File: src/rtl/cp0_except_pkg.sv
// Shared CP0 register numbers, exception codes, ExcCode values and field positions.
// Latency: n/a (constants and a pure function only).
// Backpressure: n/a.
package cp0_except_pkg;

  // CP0 register numbers
  localparam logic [4:0] REG_BADVADDR = 5'd8;
  localparam logic [4:0] REG_COUNT    = 5'd9;
  localparam logic [4:0] REG_COMPARE  = 5'd11;
  localparam logic [4:0] REG_STATUS   = 5'd12;
  localparam logic [4:0] REG_CAUSE    = 5'd13;
  localparam logic [4:0] REG_EPC      = 5'd14;
  localparam logic [4:0] REG_EBASE    = 5'd15;

  // Codes presented to the pipeline controller on excepttype_o
  localparam logic [31:0] EXC_INT  = 32'h0000_0001;
  localparam logic [31:0] EXC_SYS  = 32'h0000_0008;
  localparam logic [31:0] EXC_RI   = 32'h0000_000a;
  localparam logic [31:0] EXC_OV   = 32'h0000_000c;
  localparam logic [31:0] EXC_ERET = 32'h0000_000e;
  localparam logic [31:0] EXC_BP   = 32'h0000_000f;
  localparam logic [31:0] EXC_ADEF = 32'h0000_0010;
  localparam logic [31:0] EXC_ADEL = 32'h0000_0011;
  localparam logic [31:0] EXC_ADES = 32'h0000_0012;

  // Cause.ExcCode values
  localparam logic [4:0] CODE_INT  = 5'd0;
  localparam logic [4:0] CODE_ADEL = 5'd4;
  localparam logic [4:0] CODE_ADES = 5'd5;
  localparam logic [4:0] CODE_SYS  = 5'd8;
  localparam logic [4:0] CODE_BP   = 5'd9;
  localparam logic [4:0] CODE_RI   = 5'd10;
  localparam logic [4:0] CODE_OV   = 5'd12;

  // Raw exception flag positions from the memory stage
  localparam int RAW_SYS  = 8;
  localparam int RAW_RI   = 9;
  localparam int RAW_OV   = 11;
  localparam int RAW_ERET = 12;
  localparam int RAW_BP   = 13;
  localparam int RAW_ADEF = 14;
  localparam int RAW_ADEL = 15;
  localparam int RAW_ADES = 16;

  // Status / Cause field positions
  localparam int STATUS_IE  = 0;
  localparam int STATUS_EXL = 1;
  localparam int CAUSE_BD   = 31;

  // Software-writable bits per register
  localparam logic [31:0] STATUS_WMASK = 32'h0000_FF03;
  localparam logic [31:0] CAUSE_WMASK  = 32'h0000_0300;
  localparam logic [31:0] EBASE_WMASK  = 32'h3FFF_F000;

  // Map an excepttype_o code to the ExcCode stored in Cause
  function automatic logic [4:0] exccode_of(input logic [31:0] exc);
    logic [4:0] code;
    case (exc)
      EXC_ADEF, EXC_ADEL: code = CODE_ADEL;
      EXC_ADES:           code = CODE_ADES;
      EXC_SYS:            code = CODE_SYS;
      EXC_BP:             code = CODE_BP;
      EXC_RI:             code = CODE_RI;
      EXC_OV:             code = CODE_OV;
      default:            code = CODE_INT;
    endcase
    return code;
  endfunction

endpackage

File: src/rtl/cp0_timer.sv
// Count/Compare pair with the sticky timer interrupt.
// Latency: writes and the interrupt flag update on the next rising edge.
// Backpressure: none; writes are always accepted.
module cp0_timer (
  input  logic        clk,
  input  logic        rst,
  input  logic        count_we,
  input  logic        compare_we,
  input  logic [31:0] wdata,
  output logic [31:0] count,
  output logic [31:0] compare,
  output logic        timer_int
);

  // Free-running counter, compare register and interrupt flag; a write wins over the increment,
  // and a Compare write clears the flag even if the match happens in the same cycle.
  always_ff @(posedge clk) begin
    if (!rst) begin
      count     <= '0;
      compare   <= '0;
      timer_int <= 1'b0;
    end else begin
      count <= count_we ? wdata : count + 32'd1;
      if (compare_we) begin
        compare   <= wdata;
        timer_int <= 1'b0;
      end else if ((count == compare) && (compare != 32'd0)) begin
        timer_int <= 1'b1;
      end
    end
  end

endmodule

File: src/rtl/cp0_except.sv
// CP0 register file plus exception arbiter for the memory stage; optional timer under CP0_TIMER_EN.
// Latency: excepttype/epc/ebase/rdata combinational; register updates at the next rising edge.
// Backpressure: none; the controller flushes on any nonzero code so commits never collide.
module cp0_except
  import cp0_except_pkg::*;
#(
  parameter logic [31:0] RESET_EBASE = 32'h8000_0000
) (
  input  logic        clk,
  input  logic        rst,
  input  logic        we_i,
  input  logic [4:0]  waddr_i,
  input  logic [31:0] wdata_i,
  input  logic [4:0]  raddr_i,
  output logic [31:0] rdata_o,
  input  logic [5:0]  int_i,
  input  logic        mem_valid_i,
  input  logic [31:0] excepttype_raw_i,
  input  logic [31:0] pc_i,
  input  logic        in_delayslot_i,
  input  logic [31:0] mem_addr_i,
  output logic [31:0] excepttype_o,
  output logic [31:0] epc_o,
  output logic [31:0] ebase_o,
  output logic [31:0] status_o,
  output logic [31:0] cause_o,
  output logic        timer_int_o
);

  logic [31:0] status_q, cause_q, epc_q, badvaddr_q, ebase_q;
  logic [31:0] status_eff, cause_eff, epc_eff, ebase_eff;
  logic [31:0] count_rd, compare_rd;
  logic        timer_int;
  logic        wr_status, wr_cause, wr_epc, wr_ebase;
  logic        commit, eret;
  logic [7:0]  pending;
  logic        unused_raw;

  assign wr_status = we_i && (waddr_i == REG_STATUS);
  assign wr_cause  = we_i && (waddr_i == REG_CAUSE);
  assign wr_epc    = we_i && (waddr_i == REG_EPC);
  assign wr_ebase  = we_i && (waddr_i == REG_EBASE);

  // Same-cycle mtc0 merged into the registered values so eret/interrupt see the write immediately
  assign status_eff = wr_status ? ((status_q & ~STATUS_WMASK) | (wdata_i & STATUS_WMASK)) : status_q;
  assign cause_eff  = wr_cause  ? ((cause_q  & ~CAUSE_WMASK)  | (wdata_i & CAUSE_WMASK))  : cause_q;
  assign epc_eff    = wr_epc    ? wdata_i : epc_q;
  assign ebase_eff  = wr_ebase  ? ((ebase_q & ~EBASE_WMASK) | (wdata_i & EBASE_WMASK)) : ebase_q;

`ifdef CP0_TIMER_EN
  logic        wr_count, wr_compare;
  logic [31:0] count_q, compare_q;

  assign wr_count   = we_i && (waddr_i == REG_COUNT);
  assign wr_compare = we_i && (waddr_i == REG_COMPARE);

  cp0_timer u_timer (
    .clk        (clk),
    .rst        (rst),
    .count_we   (wr_count),
    .compare_we (wr_compare),
    .wdata      (wdata_i),
    .count      (count_q),
    .compare    (compare_q),
    .timer_int  (timer_int)
  );

  assign count_rd   = wr_count   ? wdata_i : count_q;
  assign compare_rd = wr_compare ? wdata_i : compare_q;
`else
  assign count_rd   = '0;
  assign compare_rd = '0;
  assign timer_int  = 1'b0;
`endif

  // Flag bits that carry no exception meaning
  assign unused_raw = ^{excepttype_raw_i[31:17], excepttype_raw_i[10], excepttype_raw_i[7:0]};

  assign pending = cause_eff[15:8] & status_eff[15:8];

  // Fixed-priority pick of at most one exception; suppressed for bubbles and during reset
  always_comb begin
    excepttype_o = '0;
    if (rst && mem_valid_i) begin
      if (status_eff[STATUS_IE] && !status_eff[STATUS_EXL] && (pending != 8'd0))
        excepttype_o = EXC_INT;
      else if (excepttype_raw_i[RAW_ADEF]) excepttype_o = EXC_ADEF;
      else if (excepttype_raw_i[RAW_RI])   excepttype_o = EXC_RI;
      else if (excepttype_raw_i[RAW_BP])   excepttype_o = EXC_BP;
      else if (excepttype_raw_i[RAW_SYS])  excepttype_o = EXC_SYS;
      else if (excepttype_raw_i[RAW_OV])   excepttype_o = EXC_OV;
      else if (excepttype_raw_i[RAW_ADEL]) excepttype_o = EXC_ADEL;
      else if (excepttype_raw_i[RAW_ADES]) excepttype_o = EXC_ADES;
      else if (excepttype_raw_i[RAW_ERET]) excepttype_o = EXC_ERET;
    end
  end

  assign eret   = (excepttype_o == EXC_ERET);
  assign commit = (excepttype_o != 32'd0) && !eret;

  // Register state: mtc0 writes, interrupt sampling, and exception/eret commit (commit wins)
  always_ff @(posedge clk) begin
    if (!rst) begin
      status_q   <= 32'h1000_0000;
      cause_q    <= '0;
      epc_q      <= '0;
      badvaddr_q <= '0;
      ebase_q    <= RESET_EBASE;
    end else begin
      status_q <= status_eff;
      if (commit)    status_q[STATUS_EXL] <= 1'b1;
      else if (eret) status_q[STATUS_EXL] <= 1'b0;

      cause_q[15:10] <= {int_i[5] | timer_int, int_i[4:0]};

      if (commit) begin
        cause_q[6:2] <= exccode_of(excepttype_o);
        if (!status_eff[STATUS_EXL]) begin
          cause_q[CAUSE_BD] <= in_delayslot_i;
          epc_q             <= in_delayslot_i ? (pc_i - 32'd4) : pc_i;
        end
        if (excepttype_o == EXC_ADEF)
          badvaddr_q <= pc_i;
        else if ((excepttype_o == EXC_ADEL) || (excepttype_o == EXC_ADES))
          badvaddr_q <= mem_addr_i;
      end else begin
        if (wr_cause) cause_q[9:8] <= wdata_i[9:8];
        if (wr_epc)   epc_q        <= wdata_i;
      end

      if (wr_ebase) ebase_q <= ebase_eff;
    end
  end

  // mfc0 read port with same-cycle write bypass; unmapped numbers read zero
  always_comb begin
    rdata_o = '0;
    case (raddr_i)
      REG_BADVADDR: rdata_o = badvaddr_q;
      REG_COUNT:    rdata_o = count_rd;
      REG_COMPARE:  rdata_o = compare_rd;
      REG_STATUS:   rdata_o = status_eff;
      REG_CAUSE:    rdata_o = cause_eff;
      REG_EPC:      rdata_o = epc_eff;
      REG_EBASE:    rdata_o = ebase_eff;
      default:      rdata_o = '0;
    endcase
  end

  assign epc_o       = epc_eff;
  assign ebase_o     = ebase_eff;
  assign status_o    = status_q;
  assign cause_o     = cause_q;
  assign timer_int_o = timer_int;

endmodule

File: config.mk
export PLATFORM = sky130hd
export DESIGN_NAME = cp0_except
export DESIGN_NICKNAME = d
export VERILOG_FILES = /design/src/rtl/cp0_except_pkg.sv /design/src/rtl/cp0_timer.sv /design/src/rtl/cp0_except.sv
export SDC_FILE = /design/constraint.sdc
export NUM_CORES = 1
export LEC_CHECK = 0
export ABC_CLOCK_PERIOD_IN_PS = 3200
export CORE_MARGIN = 8
export CORE_UTILIZATION = 31
export DETAILED_ROUTE_END_ITERATION = 10
export PLACE_DENSITY = 0.63
export SLEW_MARGIN = 20
export SYNTH_ARGS = -nofsm -noshare
export SYNTH_HDL_FRONTEND = slang
export SYNTH_SLANG_ARGS = --single-unit
File: constraint.sdc
create_clock -name clk -period 3.2 [get_ports clk]
set_input_delay 0.32 -clock clk [delete_from_list [all_inputs] [get_ports clk]]
set_output_delay 0.32 -clock clk [all_outputs]
set_load 0.1 [all_outputs]
**After elaboration in Yosys (flattened, before gate mapping)**

Cells that the tools add are included.

- Add/sub/neg operators: 1
- Muxes and demuxes: 23
- Reduce and logical (&&, ||, !) cells: 18
- Bitwise gates (word level): 6
- Equal/unequal tests: 18

Operators by type and width:

| operator | number |
|---|---|
| $mux W32 | 12 |
| $eq A32 B4 Y1 const B | 5 |
| $pmux W32 S5 | 1 |
| $eq A32 B5 Y1 const B | 3 |
| $eq A5 B4 Y1 const B | 9 |
| $or A32 B10 Y32 | 1 |
| $or A32 B16 Y32 | 1 |
| $or A32 B30 Y32 | 1 |
| $reduce_bool A32 Y1 | 1 |
| $sub A32 B3 Y32 const B | 1 |
| $mux W5 | 6 |
| $pmux W4 S6 | 1 |
| $and A8 B8 Y8 | 1 |
| $logic_and A1 B1 Y1 | 8 |
| $reduce_bool A8 Y1 | 1 |
| $reduce_and A2 Y1 | 3 |
| $mux W4 | 1 |
| $logic_not A1 Y1 | 2 |
| $mux W1 | 2 |
| $ne A2 B2 Y1 const B | 1 |
| $not A1 Y1 | 2 |
| $reduce_bool A2 Y1 | 1 |
| $reduce_or A2 Y1 | 1 |
| $logic_or A1 B1 Y1 | 1 |

- Register bits after elaboration: 142
- Word-level logic and storage cells: 74
- Output and inout bits: 193
- Input bits: 149

**Longest topological paths before layout**

Gate-level depths: netlist (run 1).

- Depth after elaboration: 15
- Depth in mapped cells: 10
- Mapped depth without buffers: 9

**Worst setup path before layout (run 1)**

OpenSTA, ideal clock, no wires.

- Kind: register to register
- From: register cause_q[15], in the netlist cause_o[15]
- To: register cause_q[4], in the netlist cause_o[4]
- Cell stages (with the launch flop): 8
- Arrival: 5.033 ns
- Path buffers: 0
- Library setup time: 0.060 ns
- Clock period less this slack: 5.094 ns
- Slack: -1.894 ns
- Required time: 3.140 ns
- Path through: dfxtp_1 > a222oi_1 > nand3_1 > mux2i_1 > a32oi_4 > nor4_1 > o21a_1 > o311a_1

- Longest elaborated chain between the ends: 10
- Elaborated cells on any way between the ends: 20
- Classes of those cells: eq/ne: 8; mux: 4; bitwise: 2; reduce/logical: 6

Ends and longest elaborated chain:

| item | line | RTL |
|---|---|---|
| start, declared | cp0_except.sv:30 | `logic [31:0] status_q, cause_q, epc_q, badvaddr_q, ebase_q;` |
| start signal, assigned | cp0_except.sv:114 | `cause_q[15:10] <= {int_i[5] \| timer_int, int_i[4:0]};` |
| start signal, assigned by index | cp0_except.sv:119 | `cause_q[CAUSE_BD] <= in_delayslot_i;` |
| $or A32 B10 Y32 | cp0_except.sv:46 | `assign cause_eff = wr_cause ? ((cause_q & ~CAUSE_WMASK) \| (wdata_i & CAUSE_WMASK)) : cause_q;` |
| $mux W32 (*) | cp0_except.sv:46 |  |
| $and A8 B8 Y8 (*) | cp0_except.sv:79 | `assign pending = cause_eff[15:8] & status_eff[15:8];` |
| $reduce_bool A8 Y1 (*) | cp0_except.sv:85 | `if (status_eff[STATUS_IE] && !status_eff[STATUS_EXL] && (pending != 8'd0))` |
| $logic_and A1 B1 Y1 (*) | cp0_except.sv:85 |  |
| $mux W32 (*) | cp0_except.sv:85 |  |
| $mux W32 (*) | cp0_except.sv:84 | `if (rst && mem_valid_i) begin` |
| named net excepttype_o[2] | cp0_except.sv:22 | `output logic [31:0] excepttype_o,` |
| $eq A32 B5 Y1 / $eq A32 B4 Y1 (equally long branches) | cp0_except_pkg.sv:58, cp0_except.sv:98 |  |
| $reduce_or A2 Y1 / $logic_not A1 Y1 (equally long branches) | cp0_except_pkg.sv:58, cp0_except.sv:99 |  |
| $pmux W4 S6 / $logic_and A1 B1 Y1 (equally long branches) | cp0_except_pkg.sv:58, cp0_except.sv:99 |  |

Mark *: on every way through the listed nets, which the timed path passes. The rest lies on a longest branch.
A chain may end at the register's enable or synchronous reset.

**Worst setup path after layout (run 1)**

- From: input port wdata_i[11]
- To: output port excepttype_o[3]

- Longest elaborated chain between the ends: 7

Ends and longest elaborated chain:

| item | line | RTL |
|---|---|---|
| start, declared | cp0_except.sv:13 | `input logic [31:0] wdata_i,` |
| $or A32 B16 Y32 | cp0_except.sv:45 | `assign status_eff = wr_status ? ((status_q & ~STATUS_WMASK) \| (wdata_i & STATUS_WMASK)) : status_q;` |
| $mux W32 | cp0_except.sv:45 |  |
| $and A8 B8 Y8 | cp0_except.sv:79 |  |
| $reduce_bool A8 Y1 | cp0_except.sv:85 |  |
| $logic_and A1 B1 Y1 | cp0_except.sv:85 |  |
| $mux W32 | cp0_except.sv:85 |  |
| $mux W32 | cp0_except.sv:84 |  |
| end, declared | cp0_except.sv:22 |  |

Every way passes these cells.

==> results of run 1 <==
worst min-delay path by stage:
stage | startpoint | to | slack [ns] | depth (start not counted)
finish | badvaddr_q[29] | badvaddr_q[29] | 0.47 | 2
global route | badvaddr_q[0] | badvaddr_q[0] | 0.49 | 2
CTS | badvaddr_q[29] | badvaddr_q[29] | 0.47 | 2
detailed placement | badvaddr_q[29] | badvaddr_q[29] | 0.46 | 2
global placement | badvaddr_q[29] | badvaddr_q[29] | 0.45 | 2
floorplan | badvaddr_q[24] | badvaddr_q[24] | 0.44 | 2
worst reg2reg max path, stage by stage, from the launching register on:
cell and delay, ns:
dfxtp_1 0.37, a222oi_1 0.42, nand3_1 0.12, mux2i_1 0.15, buf_4 0.13, a32oi_4 0.12
nor3_4 0.70, buf_4 0.38, mux2i_1 0.21, o21ai_0 0.08
what timing repair did:
action / CTS / global route
resized for setup: 0 / 2
buffers inserted: 0 / 0
setup endpoints to repair: 0 / 1
per-stage QoR:
stage	instances	hold WS [ns]	setup WS [ns]	total power, mW	area (sq um)
2_1_floorplan	916	0.440	0.0565	2.68	7320
3_3_place_gp	1342	0.452	-0.0868	3.14	10500
3_5_place_dp	1342	0.459	-0.0875	3.15	10500
4_1_cts	1358	0.470	0.0635	4.26	10800
5_1_grt	1358	0.493	0.00745	4.39	10800
6_report	1359	0.470	0.165	4.23	10800
cell usage in the layout, fill, tap and decap left out, types with 6 or more instances in the layout:
master,n
nand3_1,52
mux2_2,22
mux2i_1,84
buf_12,93
o21ai_0,48
a221o_1,13
nor2_1,53
xor2_1,9
xnor2_1,17
buf_4,47
nor2b_1,28
or3_1,6
nor3_1,13
a22oi_1,11
dfxtp_1,105
o21ai_2,8
clkdlybuf4s50_1,142
clkbuf_16,9
a21oi_1,10
inv_1,35
conb_1,83
o21ai_1,15
o211a_1,14
o221ai_2,9
and2_1,10
nand2_1,62
sequential cells by signal, summed over array words and instances, names as in the netlist:
name / count
badvaddr_q: 32
epc_q: 32
ebase_q: 18
cause_o: 13
status_o: 10
power groups by stage:
stage	logic, mW	clock network [mW]	registers (mW)
3_5_place_dp	1.69	0	1.45
3_3_place_gp	1.69	0	1.45
2_1_floorplan	1.17	0	1.51
6_report	1.70	1.11	1.42
5_1_grt	1.77	1.19	1.43
4_1_cts	1.70	1.14	1.42
kinds of logic (layout without fill, tap and decap cells):
| logic type | count (synthesis) | after routing |
|---|---|---|
| AO/OA/AOI/OAI | 159 | 159 |
| multiplexers | 107 | 107 |
| other | 2 | 84 |
| buffers and inverters | 173 | 335 |
| adder cells (fa/ha/maj) | 1 | 1 |
| XOR/XNOR | 26 | 26 |
| AND/OR/NAND/NOR | 262 | 262 |
| flip-flops | 105 | 105 |
final cells by class:
cell class                      count  area (sq um)  share of cell area (%)
Sequential cell                   105          2100                    19.5
Antenna cell                        1          2.50                  0.0232
Timing Repair Buffer              283          3650                    33.9
Multi-Input combinational cell    638          4250                    39.4
Inverter                           36           135                    1.25
Tap cell                          280           350                    3.25
Clock inverter                      7          60.1                   0.558
Clock buffer                        9           225                    2.09
per-layer routing:
metal	wire length, microns	vias up	GRT usage [%]
met1	11400	3102	23.3
met5	13	-	0
met3	1850	22	4.19
li1	-	3245	-
met2	12600	243	30.9
met4	361	2	4.63
==> run metrics, run 1 <==
kind of cell adding the most delay to the critical path=buffers and inverters; Worst setup startpoint=wdata_i[11]; hpwl dp=20,500 microns; clock-pin transition on the worst setup and hold timing paths=0.08 ns; Tightest Pin Transition=1.04 ns; Seq pwr share=between 30% and 40%; adder-cell area share of the yosys netlist=0.181%; Die Y=between 150 and 200 microns; fin crit period=3.03 ns; Layout Nets=between 1,000 and 1,500; Syn Area/Cell=between 8 and 9 sq um; # DRC=0; largest area contributor in the netlist=dfxtp_1; sequential-to-total area share from yosys stat=30.4%; Setup CP Type=input pin to output pin; Total GRT Usage=around 18%; vias in the first global route=~6,500; Worst path most repeated cell=buf_4; Synth Area in Compound Gates=16.2%; worst path bufs/invs=4; Layout fillers=a little over 2,000; CTS sink cnt=between 100 and 150; Max Cap Viol=0; worst min path class=flop to flop; die area=~0.027 sq mm; Reg2Reg Launch Point=cause_o[11]; leakage power=4.71 nW; number of synthesized register bits=105; Crit. End Element=output pin; gpl congestion=roughly 0.82; Clock Power Share=between 20% and 30%; power share of the combinational group=roughly two fifths; WL per Instance=between 15 and 20 microns; Cells after Synth=835; Crit-path slowest cell=clkdlybuf4s50_1; max incr delay on CP=slightly below 0.5 ns; switching pwr=1.80 mW; reg2reg end=badvaddr_q[0]; Critical Path Sink=excepttype_o[3]; RSZ-0062 raised after global routing=false; CTS tree=built; f_max=~330 MHz; Max Root-Sink Buffers=2; latest clock arrival within the worst-skew pair=0.36 ns; top_reg_cell synth=dfxtp_1; outcome=completed; First-pass DRT Iterations=5; die width=around 170 microns; most common library cells after synthesis=dfxtp_1 (105), buf_4 (87), mux2i_1 (85), nand2_1 (62), nor2_1 (58); port buffer count=roughly 230; Post-Synth Simple-Gate Area=between 10% and 20%; share of layout cells above drive strength 1=20.6%; Slew Limit Fails=0; top cell type's share of synthesized area=between 30 and 40%; total global routing overflow=0; Final Hold Fails=0; final setup fails=0; via count=~6,600; internal power=about 2.4 mW; hold_buf cts=0; Max Fanout on Critical Path=6; critical path, cell by cell=clkdlybuf4s50_1, a222oi_1, nand3_1, mux2i_1, buf_4, a32oi_4, buf_4, or2_2, nor2_2, o21a_1, buf_12; multiplexer share of the synthesized area=15.9%; main combinational cell family by area after synthesis=simple AND/OR/NAND/NOR gates; Startpoint Class=input pin; Routed Antenna Nets=0; Mapped Area=0.00691 sq mm; Max VDD drop=222 uV; clk_skew=about 0.013 ns; Netlist cell types=62; Via density=approximately 4.9; arrival time worst endpoint=roughly 2.7 ns; largest net degree at the start of global routing=108; initial antenna violation count=1; xor and xnor area share after synthesis=3.30%; asr flop ratio synth=0%; Total Routed Length=26,200 microns; Rows=54; Ports=342; Starting Density=between 30% and 40%; top cells by area, synth=dfxtp_1 (30%), mux2i_1 (12%), buf_4 (9.5%); cts bufs inserted=9; CP Depth=11; pwr/cell area=around 390 mW/mm^2; reg2reg setup slack=roughly 0.42 ns; first-pass GRT wire length=38,600 microns; number of synthesized flops with an enable pin=0; DR iter-0 viols=257; final core utilization=between 40% and 50%; Sw Share=approximately 43%; H-tree depth=3; slew margin rel.=30.7%; Core Area=0.0218 sq mm; YS warnings=0; CTS root buffer=clkbuf_16; Crit path required time=approximately 2.9 ns; fin crit share=94.8%; final setup TNS=0 ns; Area Overhead vs Synth=55.8%; R2R cell count=9; top-count cell post-synth=dfxtp_1
Note: power is estimated with default switching activity, not from simulation.
==> run 2, diff against run 1 <==
- CORE_ASPECT_RATIO: unset -> 1.4
- PLACE_DENSITY: 0.63 -> unset
- PLACE_DENSITY_LB_ADDON: unset -> 0.08
==> run 2 against run 1 <==
Critical path type unchanged. Via count decreased by 1.4%. First-iteration DRC count decreased by 25%. Die area increased by 0.25%. Wire length increased by 2.8%. Clock power increased by 4%. Total power increased by 1.0%. Clock-buffer cell count increased by 2. Non-clock buffer count decreased by 7.
==> run metrics, run 2 (synthesized netlist as in run 1, its figures left out) <==
outcome=completed; Total GRT Usage=a little under a fifth; Area Overhead vs Synth=55.8%; critical path, cell by cell=clkdlybuf4s50_1, nand4b_1, or3_4, mux2_2, a32oi_4, buf_4, or3_2, inv_2, buf_12; Max VDD drop=roughly 230 uV; most common cell after layout, fill and taps aside=clkdlybuf4s50_1; reg2reg setup slack=a little over 0.6 ns; most frequent cells in the layout=clkdlybuf4s50_1 (140), dfxtp_1 (105), buf_12 (94); Routed Antenna Nets=0; die area=~0.027 sq mm; post-route insts no fill=between 1,000 and 1,500; Pwr Total=about 4.3 mW; Crit. End Element=output pin; final worst slack=between 0.1 and 0.15 ns; hold_sp=badvaddr_q[29]; Final Hold Fails=0; Worst Hold Path EP=badvaddr_q[29]; Max Cap Viol=0; gpl congestion=between 0.8 and 0.9; Placed Instances=1,348; Max Fanout on Critical Path=7; top flop regs=badvaddr_q x32, epc_q x32, ebase_q x18; latest clock arrival within the worst-skew pair=~0.35 ns; Via density=approximately 4.8; WL per Instance=19.7 microns; share of layout cells above drive strength 1=around 20%; f_max=~330 MHz; reg2reg end=badvaddr_q[10]; RSZ-0062 raised after global routing=false; via count=approximately 6,500; fin crit share=96.0%; Layout Nets=approximately 1,200; first-pass GRT wire length=around 40,000 microns; Rows=64; Crit path required time=about 2.9 ns; pwr/cell area=between 300 and 400 mW/mm^2; final setup fails=0; Slew Limit Fails=0; clk_skew=0.00803 ns; Core Area=between 0.02 and 0.025 sq mm; worst min path class=flop to flop; R2R cell count=9; Setup CP Type=input pin to output pin; initial antenna violation count=3; H-tree depth=3; vias in the first global route=just under 7,000; largest net degree at the start of global routing=65; Die Y=between 150 and 200 microns; die width=approximately 140 microns; fin crit period=just over 3 ns; Starting Density=31.6%; hpwl dp=roughly 21,000 microns; Ports=342; leakage power=~4.7 nW; Total Routed Length=between 20,000 and 30,000 microns; CTS root buffer=clkbuf_16; DR iter-0 viols=194; Tightest Pin Transition=about 1 ns; clock-pin transition on the worst setup and hold timing paths=0.07 ns; CTS sink cnt=approximately 110; total global routing overflow=0; Reg2Reg Launch Point=cause_o[15]; Crit-path slowest cell=or3_2; port buffer count=between 200 and 250; max incr delay on CP=0.50 ns; slew margin rel.=about a third; # DRC=0; First-pass DRT Iterations=5; Placement Setup Slack=-0.0279 ns; arrival time worst endpoint=around 2.8 ns; Max Root-Sink Buffers=2; hold_buf cts=0; cts bufs inserted=9; Cells on Worst Hold Path=2; Startpoint Class=input pin; Layout fillers=2,150; CTS tree=built; final setup TNS=0 ns
## run 2: how the worst max path moves through the flow
stage / start / to / depth (start not counted)
floorplan: waddr_i[4] / rdata_o[3] / 7
global placement: waddr_i[4] / excepttype_o[3] / 9
detailed placement: waddr_i[4] / excepttype_o[3] / 9
CTS: waddr_i[4] / excepttype_o[3] / 9
global route: waddr_i[4] / excepttype_o[4] / 9
finish: waddr_i[4] / excepttype_o[4] / 9
## run 2: final cells by class
type                    count  area, sq um  area share [%]
clock inverters             4         53.8           0.500
diodes                      3         7.51          0.0697
inverters                  36          135            1.26
well taps                 297          372            3.45
clock buffers              11          243            2.25
repair buffers            276         3600            33.4
multi-input cells         638         4260            39.5
flip-flops and latches    105         2100            19.5
## run 2: routing by layer
layer / up-vias / routed length [microns] / GRT usage (%)
met5: - / 0 / 0
met4: 0 / 398 / 6.34
met3: 18 / 2060 / 5.10
met2: 220 / 14700 / 37.1
met1: 3062 / 9760 / 19.3
li1: 3223 / - / -
## run 2: timing repair
item                                    CTS  global route
setup buffers                             0             4
gates cloned                              0             0
endpoints found under the setup margin    1             3
resized for setup                         1             2
pin swaps                                 0             1
endpoints found under the hold margin     0             0
## run 2: metrics by stage
stage               utilization [%]  area [sq um]  hold slack, ns
floorplan                         -          7320           0.440
global placement               47.6         10400           0.448
detailed placement             47.6         10400           0.454
CTS                            49.0         10700           0.464
global route                   49.3         10800           0.480
finish                         49.3         10800           0.463
## run 2: report_power, final
part           internal (mW)  switching (mW)
clock                  0.627           0.524
sequential              1.38          0.0449
combinational          0.500            1.20
## run 2: worst max-delay path: cells and delay by family
| family | cells | cell delay (ns) |
|---|---|---|
| AND/OR/NAND/NOR | 3 | 1.17 |
| AO/OA/AOI/OAI | 1 | 0.13 |
| multiplexers | 1 | 0.28 |
| buffers and inverters | 4 | 0.85 |
